--- config.mk ---
export PLATFORM = sky130hd
export DESIGN_NAME = seq_multiplier_flat
export DESIGN_NICKNAME = d
export VERILOG_FILES = /design/src/rtl/seq_multiplier_pkg.sv /design/src/rtl/seq_multiplier_if.sv /design/src/rtl/seq_multiplier_dp.sv /design/src/rtl/seq_multiplier.sv /design/src/flat_wrapper.sv
export SDC_FILE = /design/constraint.sdc
export NUM_CORES = 1
export LEC_CHECK = 0
export BUFFER_PORTS_ARGS = -buffer_cell sky130_fd_sc_hd__buf_2
export CAP_MARGIN = 20
export CORE_UTILIZATION = 40
export DETAILED_ROUTE_END_ITERATION = 16
export PLACE_DENSITY = 0.68
export SKIP_CTS_REPAIR_TIMING = 1
export SYNTH_ARGS = -nofsm -noshare
export SYNTH_HDL_FRONTEND = slang
export SYNTH_HIERARCHICAL = 1
export SYNTH_SLANG_ARGS = --single-unit
export TNS_END_PERCENT = 50
--- constraint.sdc ---
create_clock -name clk -period 2.57 [get_ports clk]
set_input_delay 0 -clock clk [delete_from_list [all_inputs] [get_ports clk]]
set_output_delay 0 -clock clk [all_outputs]
set_load 0.01 [all_outputs]
--- src/rtl/seq_multiplier_pkg.sv ---
// ---------------------------------------------------------------------------
// seq_multiplier_pkg
// Shared definitions for the sequential shift-add multiplier:
//   - state_e  : 3-bit control state encoding used by the top-level FSM
//   - MAX_W    : widest operand the magnitude helper can handle (WIDTH < MAX_W)
//   - abs_mag  : unsigned magnitude of a sign-extended operand
// No ports (package).
// ---------------------------------------------------------------------------
package seq_multiplier_pkg;

  typedef enum logic [2:0] {
    ST_IDLE  = 3'd0,
    ST_EVAL  = 3'd1,
    ST_ADD   = 3'd2,
    ST_SHIFT = 3'd3,
    ST_SIGN  = 3'd4,
    ST_DONE  = 3'd5
  } state_e;

  localparam int MAX_W = 64;

  // The caller sign-extends the operand to MAX_W bits when it is signed, so
  // the MSB here is the true sign. Negating the extended value means the
  // most negative WIDTH-bit operand yields +2^(WIDTH-1), which still fits
  // in WIDTH unsigned bits after the caller truncates.
  function automatic logic [MAX_W-1:0] abs_mag(input logic [MAX_W-1:0] value,
                                               input logic             signed_mode);
    logic [MAX_W-1:0] mag;
    mag = value;
    if (signed_mode && value[MAX_W-1]) begin
      mag = (~value) + MAX_W'(1);
    end
    return mag;
  endfunction

endpackage

--- src/rtl/seq_multiplier_if.sv ---
// ---------------------------------------------------------------------------
// seq_multiplier_if
// Start/done handshake bundle between a sequencer and the multiplier.
//   start       : request, sampled only while the multiplier is idle
//   signed_mode : 1 = operands are two's complement (sampled with start)
//   a_in, b_in  : multiplicand / multiplier (sampled with start)
//   busy        : operation in progress
//   done        : result valid, held until start is low
//   product     : 2*WIDTH-bit result register
// Modports: master = sequencer side, slave = multiplier side.
// ---------------------------------------------------------------------------
interface seq_multiplier_if #(
  parameter int WIDTH = 8
);

  logic                 start;
  logic                 signed_mode;
  logic [WIDTH-1:0]     a_in;
  logic [WIDTH-1:0]     b_in;
  logic                 busy;
  logic                 done;
  logic [2*WIDTH-1:0]   product;

  modport master (
    output start, signed_mode, a_in, b_in,
    input  busy, done, product
  );

  modport slave (
    input  start, signed_mode, a_in, b_in,
    output busy, done, product
  );

endinterface

--- src/rtl/seq_multiplier_dp.sv ---
// ---------------------------------------------------------------------------
// seq_multiplier_dp
// Datapath of the shift-add multiplier: accumulator {C,A}, multiplier/low
// product Q, multiplicand magnitude B, bit counter, result sign and the
// product register.
// Ports:
//   clk, rst_n        : clock, asynchronous active-low reset
//   ld_i              : capture operand magnitudes and clear accumulator
//   add_en_i          : {C,A} = A + B
//   sh_en_i           : {C,A,Q} >>= 1, count -= 1
//   sign_en_i         : product = neg ? -{A,Q} : {A,Q}
//   zero_ld_i         : product = 0 (zero-operand early exit)
//   signed_mode_i     : operand interpretation for the capture
//   a_i, b_i          : raw operands
//   qlsb_o            : current multiplier bit Q[0]
//   cnt_zero_o        : the shift in progress consumes the final bit
//   op_zero_o         : either raw operand is zero
//   product_o         : product register
// ---------------------------------------------------------------------------
module seq_multiplier_dp
  import seq_multiplier_pkg::*;
#(
  parameter int WIDTH = 8
) (
  input  logic               clk,
  input  logic               rst_n,
  input  logic               ld_i,
  input  logic               add_en_i,
  input  logic               sh_en_i,
  input  logic               sign_en_i,
  input  logic               zero_ld_i,
  input  logic               signed_mode_i,
  input  logic [WIDTH-1:0]   a_i,
  input  logic [WIDTH-1:0]   b_i,
  output logic               qlsb_o,
  output logic               cnt_zero_o,
  output logic               op_zero_o,
  output logic [2*WIDTH-1:0] product_o
);

  localparam int CNT_W = $clog2(WIDTH + 1);

  logic [WIDTH-1:0]   a_q;
  logic               c_q;
  logic [WIDTH-1:0]   q_q;
  logic [WIDTH-1:0]   b_q;
  logic [CNT_W-1:0]   count_q;
  logic               neg_q;
  logic [2*WIDTH-1:0] product_q;

  logic [WIDTH-1:0]   absA;
  logic [WIDTH-1:0]   absB;

  // Operand magnitudes: sign-extend only in signed mode so abs_mag sees the
  // real sign, then keep the low WIDTH bits (the magnitude always fits).
  always_comb begin
    absA = WIDTH'(abs_mag({{(MAX_W-WIDTH){a_i[WIDTH-1] & signed_mode_i}}, a_i}, signed_mode_i));
    absB = WIDTH'(abs_mag({{(MAX_W-WIDTH){b_i[WIDTH-1] & signed_mode_i}}, b_i}, signed_mode_i));
  end

  assign qlsb_o     = q_q[0];
  assign cnt_zero_o = (count_q == CNT_W'(1));
  assign op_zero_o  = (a_i == '0) || (b_i == '0);
  assign product_o  = product_q;

  // Working registers. Capture, add and shift are mutually exclusive because
  // the FSM only ever raises one of them per cycle; the product register is
  // written independently so the zero exit can clear it during the capture.
  always_ff @(posedge clk or negedge rst_n) begin
    if (!rst_n) begin
      a_q       <= '0;
      c_q       <= 1'b0;
      q_q       <= '0;
      b_q       <= '0;
      count_q   <= '0;
      neg_q     <= 1'b0;
      product_q <= '0;
    end else begin
      if (ld_i) begin
        a_q     <= '0;
        c_q     <= 1'b0;
        b_q     <= absA;
        q_q     <= absB;
        count_q <= CNT_W'(WIDTH);
        neg_q   <= signed_mode_i & (a_i[WIDTH-1] ^ b_i[WIDTH-1]);
      end else if (add_en_i) begin
        {c_q, a_q} <= {1'b0, a_q} + {1'b0, b_q};
      end else if (sh_en_i) begin
        {c_q, a_q, q_q} <= {1'b0, c_q, a_q, q_q[WIDTH-1:1]};
        count_q         <= count_q - CNT_W'(1);
      end

      if (zero_ld_i) begin
        product_q <= '0;
      end else if (sign_en_i) begin
        product_q <= neg_q ? -{a_q, q_q} : {a_q, q_q};
      end
    end
  end

endmodule

--- src/rtl/seq_multiplier.sv ---
// ---------------------------------------------------------------------------
// seq_multiplier
// Multi-cycle shift-add multiplier (unsigned or two's complement per
// operation) with a level start/done handshake and a zero-operand early exit.
// Ports:
//   clk   : rising-edge clock
//   rst_n : asynchronous active-low reset, aborts any operation
//   bus   : seq_multiplier_if slave modport (start, signed_mode, a_in, b_in,
//           busy, done, product)
// ---------------------------------------------------------------------------
module seq_multiplier
  import seq_multiplier_pkg::*;
#(
  parameter int WIDTH = 8
) (
  input  logic              clk,
  input  logic              rst_n,
  seq_multiplier_if.slave   bus
);

  state_e state_q;
  logic   busy_q;
  logic   done_q;

  logic   ld;
  logic   zeroLd;
  logic   addEn;
  logic   shEn;
  logic   signEn;
  logic   qlsb;
  logic   cntZero;
  logic   opZero;

  // Datapath strobes decoded from the current state. A capture happens only
  // from IDLE, which is what makes start pulses during an operation harmless.
  always_comb begin
    ld     = (state_q == ST_IDLE) && bus.start;
    zeroLd = ld && opZero;
    addEn  = (state_q == ST_ADD);
    shEn   = (state_q == ST_SHIFT);
    signEn = (state_q == ST_SIGN);
  end

  seq_multiplier_dp #(
    .WIDTH (WIDTH)
  ) u_dp (
    .clk           (clk),
    .rst_n         (rst_n),
    .ld_i          (ld),
    .add_en_i      (addEn),
    .sh_en_i       (shEn),
    .sign_en_i     (signEn),
    .zero_ld_i     (zeroLd),
    .signed_mode_i (bus.signed_mode),
    .a_i           (bus.a_in),
    .b_i           (bus.b_in),
    .qlsb_o        (qlsb),
    .cnt_zero_o    (cntZero),
    .op_zero_o     (opZero),
    .product_o     (bus.product)
  );

  // Control FSM with registered busy/done. busy is set on entry to EVAL and
  // cleared on entry to DONE, so the two flags can never overlap. DONE waits
  // for start to drop so a held request cannot start a second operation.
  always_ff @(posedge clk or negedge rst_n) begin
    if (!rst_n) begin
      state_q <= ST_IDLE;
      busy_q  <= 1'b0;
      done_q  <= 1'b0;
    end else begin
      case (state_q)
        ST_IDLE: begin
          if (bus.start) begin
            if (opZero) begin
              state_q <= ST_DONE;
              done_q  <= 1'b1;
            end else begin
              state_q <= ST_EVAL;
              busy_q  <= 1'b1;
            end
          end
        end
        ST_EVAL: begin
          state_q <= qlsb ? ST_ADD : ST_SHIFT;
        end
        ST_ADD: begin
          state_q <= ST_SHIFT;
        end
        ST_SHIFT: begin
          state_q <= cntZero ? ST_SIGN : ST_EVAL;
        end
        ST_SIGN: begin
          state_q <= ST_DONE;
          busy_q  <= 1'b0;
          done_q  <= 1'b1;
        end
        ST_DONE: begin
          if (!bus.start) begin
            state_q <= ST_IDLE;
            done_q  <= 1'b0;
          end
        end
        default: begin
          state_q <= ST_IDLE;
          busy_q  <= 1'b0;
          done_q  <= 1'b0;
        end
      endcase
    end
  end

  assign bus.busy = busy_q;
  assign bus.done = done_q;

endmodule

--- src/flat_wrapper.sv ---
// flat-port wrapper written by rule: the top's interface ports become plain ports
module seq_multiplier_flat import seq_multiplier_pkg::*;
#(
  parameter int WIDTH = 8
)
  (clk, rst_n, bus_start, bus_signed_mode, bus_a_in, bus_b_in, bus_busy, bus_done, bus_product);
  seq_multiplier_if #(.WIDTH(WIDTH)) bus_i ();
  input  logic clk;
  input  logic rst_n;
  input wire logic [$bits(bus_i.start)-1:0] bus_start;
  input wire logic [$bits(bus_i.signed_mode)-1:0] bus_signed_mode;
  input wire logic [$bits(bus_i.a_in)-1:0] bus_a_in;
  input wire logic [$bits(bus_i.b_in)-1:0] bus_b_in;
  output wire logic [$bits(bus_i.busy)-1:0] bus_busy;
  output wire logic [$bits(bus_i.done)-1:0] bus_done;
  output wire logic [$bits(bus_i.product)-1:0] bus_product;
  assign bus_i.start = bus_start;
  assign bus_i.signed_mode = bus_signed_mode;
  assign bus_i.a_in = bus_a_in;
  assign bus_i.b_in = bus_b_in;
  assign bus_busy = bus_i.busy;
  assign bus_done = bus_i.done;
  assign bus_product = bus_i.product;
  seq_multiplier #(.WIDTH(WIDTH)) u_core (.clk(clk), .rst_n(rst_n), .bus(bus_i));
endmodule
==> out/summary.txt <==
======================================================================================
Result of the run                                                         finished, final reports clean
Maximum achievable frequency                                                0.4071 GHz
Share of total power consumed by net switching                                  43.55%
Fraction of the mapped netlist area in simple logic gates                       18.76%
Kind of start point of the critical path                                  primary input
Setup_tns                                                                         0 ns
Worst Setup End Kind                                                          register
Iteration-0 DRC Markers                                                            121
Setup slack, reg-to-reg                                                        0.52 ns
Fraction of the mapped netlist area in adder cells                              5.637%
Via count of the first global-routing pass                                        2496
Main flop type after synthesis                                                 dfrtp_1
Number of instances in the synthesized netlist                                     355
Hold Vio Cnt, Final                                                                  0
Number of max-slew violations in the final report                                    0
Buffers from clock root to sink, at most                                             2
Worst relative slew slack                                                       66.14%
Clock Root Buffer                                                             clkbuf_8
Path type of the worst setup path                                         primary input to register
Total global-route track usage                                                  17.71%
Number of antenna violations at the first check in global routing                    0
Unrepaired setup endpoints after global routing                                     no
Clock latency of the later-clocked register in the worst-skew pair             0.31 ns
Routed len/inst                                                               14.41 um
Multiplexer fraction of the synthesized cell area                               3.745%
Die outline height                                                            92.01 um
CP Max Fanout                                                                        8
Antenna viol nets, final                                                             0
Syn_area_per_cell                                                          9.128 sq um
Cell accounting for the most synthesized area                                  dfrtp_1
Final Critical Period                                                         2.456 ns
Worst Hold Class                                                          primary input to register
Final-report setup violation count                                                   0
Vias post-DR                                                                      2739
Area overhead of the layout relative to synthesis                               14.09%
Total congestion overflow                                                            0
Fraction of power consumed by sequential logic                                   37.5%
Number of I/O port buffers                                                          37
Fin Clk Skew                                                               0.007714 ns
Initial DRT Pass Iterations                                                          5
Max rail drop VDD                                                             372.1 uV
TritonCTS clock tree                                                              done
Ratio of cells with drive above 1 in the final layout                           16.07%
Combinational family with the most area after synthesis                   compound AO/OA/AOI/OAI gates
Net switching power                                                         0.001859 W
Total leakage power                                                           1.571 nW
Area share of the largest cell type after synthesis                             39.38%
Flip-flop and latch count after synthesis                                           51
Die X-Extent                                                                  92.01 um
Layout net count                                                                   426
HPWL after detailed placement                                                  5254 um
R2R Path Start                                                            u_core/u_dp/q_q[0]
I/O pin count                                                                       38
Smallest hold slack                                                         0.01361 ns
Required time at the worst-slack endpoint                                      2.76 ns
Biggest area contributors in the synthesized netlist                      dfrtp_1 39%, a211oi_1 5.6%, ha_1 5.0%
Total inserted antenna cells                                                         0
Initial Util                                                                    41.72%
Wire length of the first global-routing pass                                  12030 um
Final RePlAce weighted congestion                                               0.8384
Share of synthesized area occupied by flip-flops and latches                    39.38%
Async SR Flop Fraction                                                          100.0%
Site row count                                                                      32
Compound-cell area share of the yosys netlist                                   20.12%
Net count of the mapped netlist                                                    389
Placeable core region                                                       7767 sq um
Area share of xor/xnor cells in the synthesized design                          7.838%
Worst min-delay path startpoint                                            bus_a_in[7]
Period utilisation layout                                                       95.58%
DRC violation count after routing                                                    0
Design internal power                                                       0.002409 W
Count of clock tree sinks                                                           51
Cell area power density                                                   1154 nW/um^2
Post-synthesis instance area                                                3241 sq um
Share of total power in combinational logic                                      49.5%
Via-to-Cell Ratio                                                                5.545
H-tree level count                                                                   2
CTS Buf Count                                                                        5
Synthesis warning total                                                              6
Number of unique standard cell types used by synthesis                              51
Launch point of the critical path                                          bus_b_in[5]
Largest net degree at the start of global routing                                   51
Clock slew at the register clock pins of the worst setup and hold paths        0.10 ns
Count of flip-flops with a built-in enable after synthesis                           0
Clock power frac                                                                 13.0%
Area of the die                                                             8466 sq um
Slew @ Worst Pin                                                             0.5079 ns
Maxcap violations                                                                    0
Total wirelength of the detailed-routed design                                 7120 um
Critical path data arrival time                                                2.64 ns
======================================================================================
-- cell type report --
type | count | area (sq um)
fill | 764 | 4070
multi-input combinational | 268 | 1831
sequential | 51 | 1276
timing repair buffer | 51 | 300.3
tap | 102 | 127.6
clock buffer | 5 | 68.82
inverter | 15 | 56.30
clock inverter | 2 | 37.54
-- worst max-delay path, cell delays in order --
cell	delay [ns]
dlygate4sd3_1	0.53
buf_2	0.13
or4_1	0.56
o41ai_1	0.34
buf_4	0.21
nor3b_2	0.42
nor2_1	0.18
a32oi_1	0.18
nand3_1	0.10
-- path summary, 6_finish.rpt --
| kind | end | depth (start not counted) |
|---|---|---|
| worst max-delay path | u_core/u_dp/product_o[14] | 9 |
| worst min-delay path | u_core/u_dp/b_q[7] | 3 |
| worst max register to register | u_core/u_dp/product_o[12] | 6 |
| worst min register to register | u_core/u_dp/product_o[11] | 2 |
| max in group asynchronous | u_core/u_dp/a_q[3] | 3 |
| min in group asynchronous | u_core/u_dp/b_q[0] | 2 |
-- routing by layer --
metal	GRT usage [%]	vias to the layer above	share of wire, %
met5	0	-	0
met4	5.599	0	1.3
li1	-	1359	-
met3	2.985	8	3.6
met1	25.25	1291	51
met2	27.36	81	44
-- synth_stat cells, types with 3 or more instances --
master,instances
dfrtp_1,51
nor2_1,40
a21oi_1,25
a211oi_1,24
nand2_1,19
xor2_1,16
inv_1,15
ha_1,13
o21ai_0,13
xnor2_1,13
clkbuf_1,12
mux2i_1,11
nor2b_1,9
or3_1,9
nand3_1,8
o31ai_1,7
buf_1,5
nor3_1,5
nor3b_1,5
o41ai_1,5
or4_1,5
and2_1,4
nand2b_1,3
nand3b_1,3
o311ai_0,3
-- cell usage in the layout, fill, tap and decap left out, types with 2 or more instances in the layout --
cell           count
dfrtp_1           51
nor2_1            39
buf_2             37
a21oi_1           25
a211oi_1          24
nand2_1           19
xor2_1            16
inv_1             15
o21ai_0           13
xnor2_1           13
ha_1              13
mux2i_1           11
buf_4             10
nor2b_1            9
or3_1              9
nand3_1            8
o31ai_1            7
clkbuf_8           5
or4_1              5
o41ai_1            5
dlygate4sd3_1      4
nor3b_1            4
nor3_1             4
and2_1             4
nand2b_1           3
nand3b_1           3
o311ai_0           3
o22ai_1            2
nor4_1             2
a21o_1             2
a31oi_1            2
nor4bb_1           2
-- power groups by stage --
stage	clock (W)	sequential (W)	combinational, W
finish	0.000553	0.00160	0.00211
global route	0.000609	0.00166	0.00238
CTS	0.000573	0.00159	0.00211
detailed placement	0	0.00161	0.00210
global placement	0	0.00159	0.00203
floorplan	0	0.00150	0.00162
-- through the flow --
| step | instances | worst slack (ns) | power, W | instance area [sq um] | utilization, % |
|---|---|---|---|---|---|
| 2_1_floorplan | 355 | 0.5894 | 0.003120 | 3241 | - |
| 3_3_place_gp | 483 | 0.4123 | 0.003625 | 3551 | 45.72 |
| 3_5_place_dp | 483 | 0.3608 | 0.003710 | 3551 | 45.72 |
| 4_1_cts | 490 | 0.5346 | 0.004275 | 3657 | 47.08 |
| 5_1_grt | 494 | 0.01556 | 0.004644 | 3697 | 47.60 |
| 6_report | 494 | 0.1136 | 0.004268 | 3697 | 47.60 |
-- kinds of logic after synthesis --
group	count (synthesis)
multiplexers	12
buffers and inverters	36
flip-flops	51
AND/OR/NAND/NOR	118
adder cells (fa/ha/maj)	14
XOR/XNOR	29
AO/OA/AOI/OAI	95
-- flip-flops by register name, summed over array words and instances, names as in the netlist --
signal and count:
u_core/state_q 3, u_core/u_dp/neg_q 1, u_core/bus.done 1, u_core/u_dp/q_q 8, u_core/u_dp/b_q 8, u_core/u_dp/c_q 1, u_core/bus.busy 1, u_core/u_dp/a_q 8
u_core/u_dp/product_o 16, u_core/u_dp/count_q 4
Power figures use the tool's default switching activity.
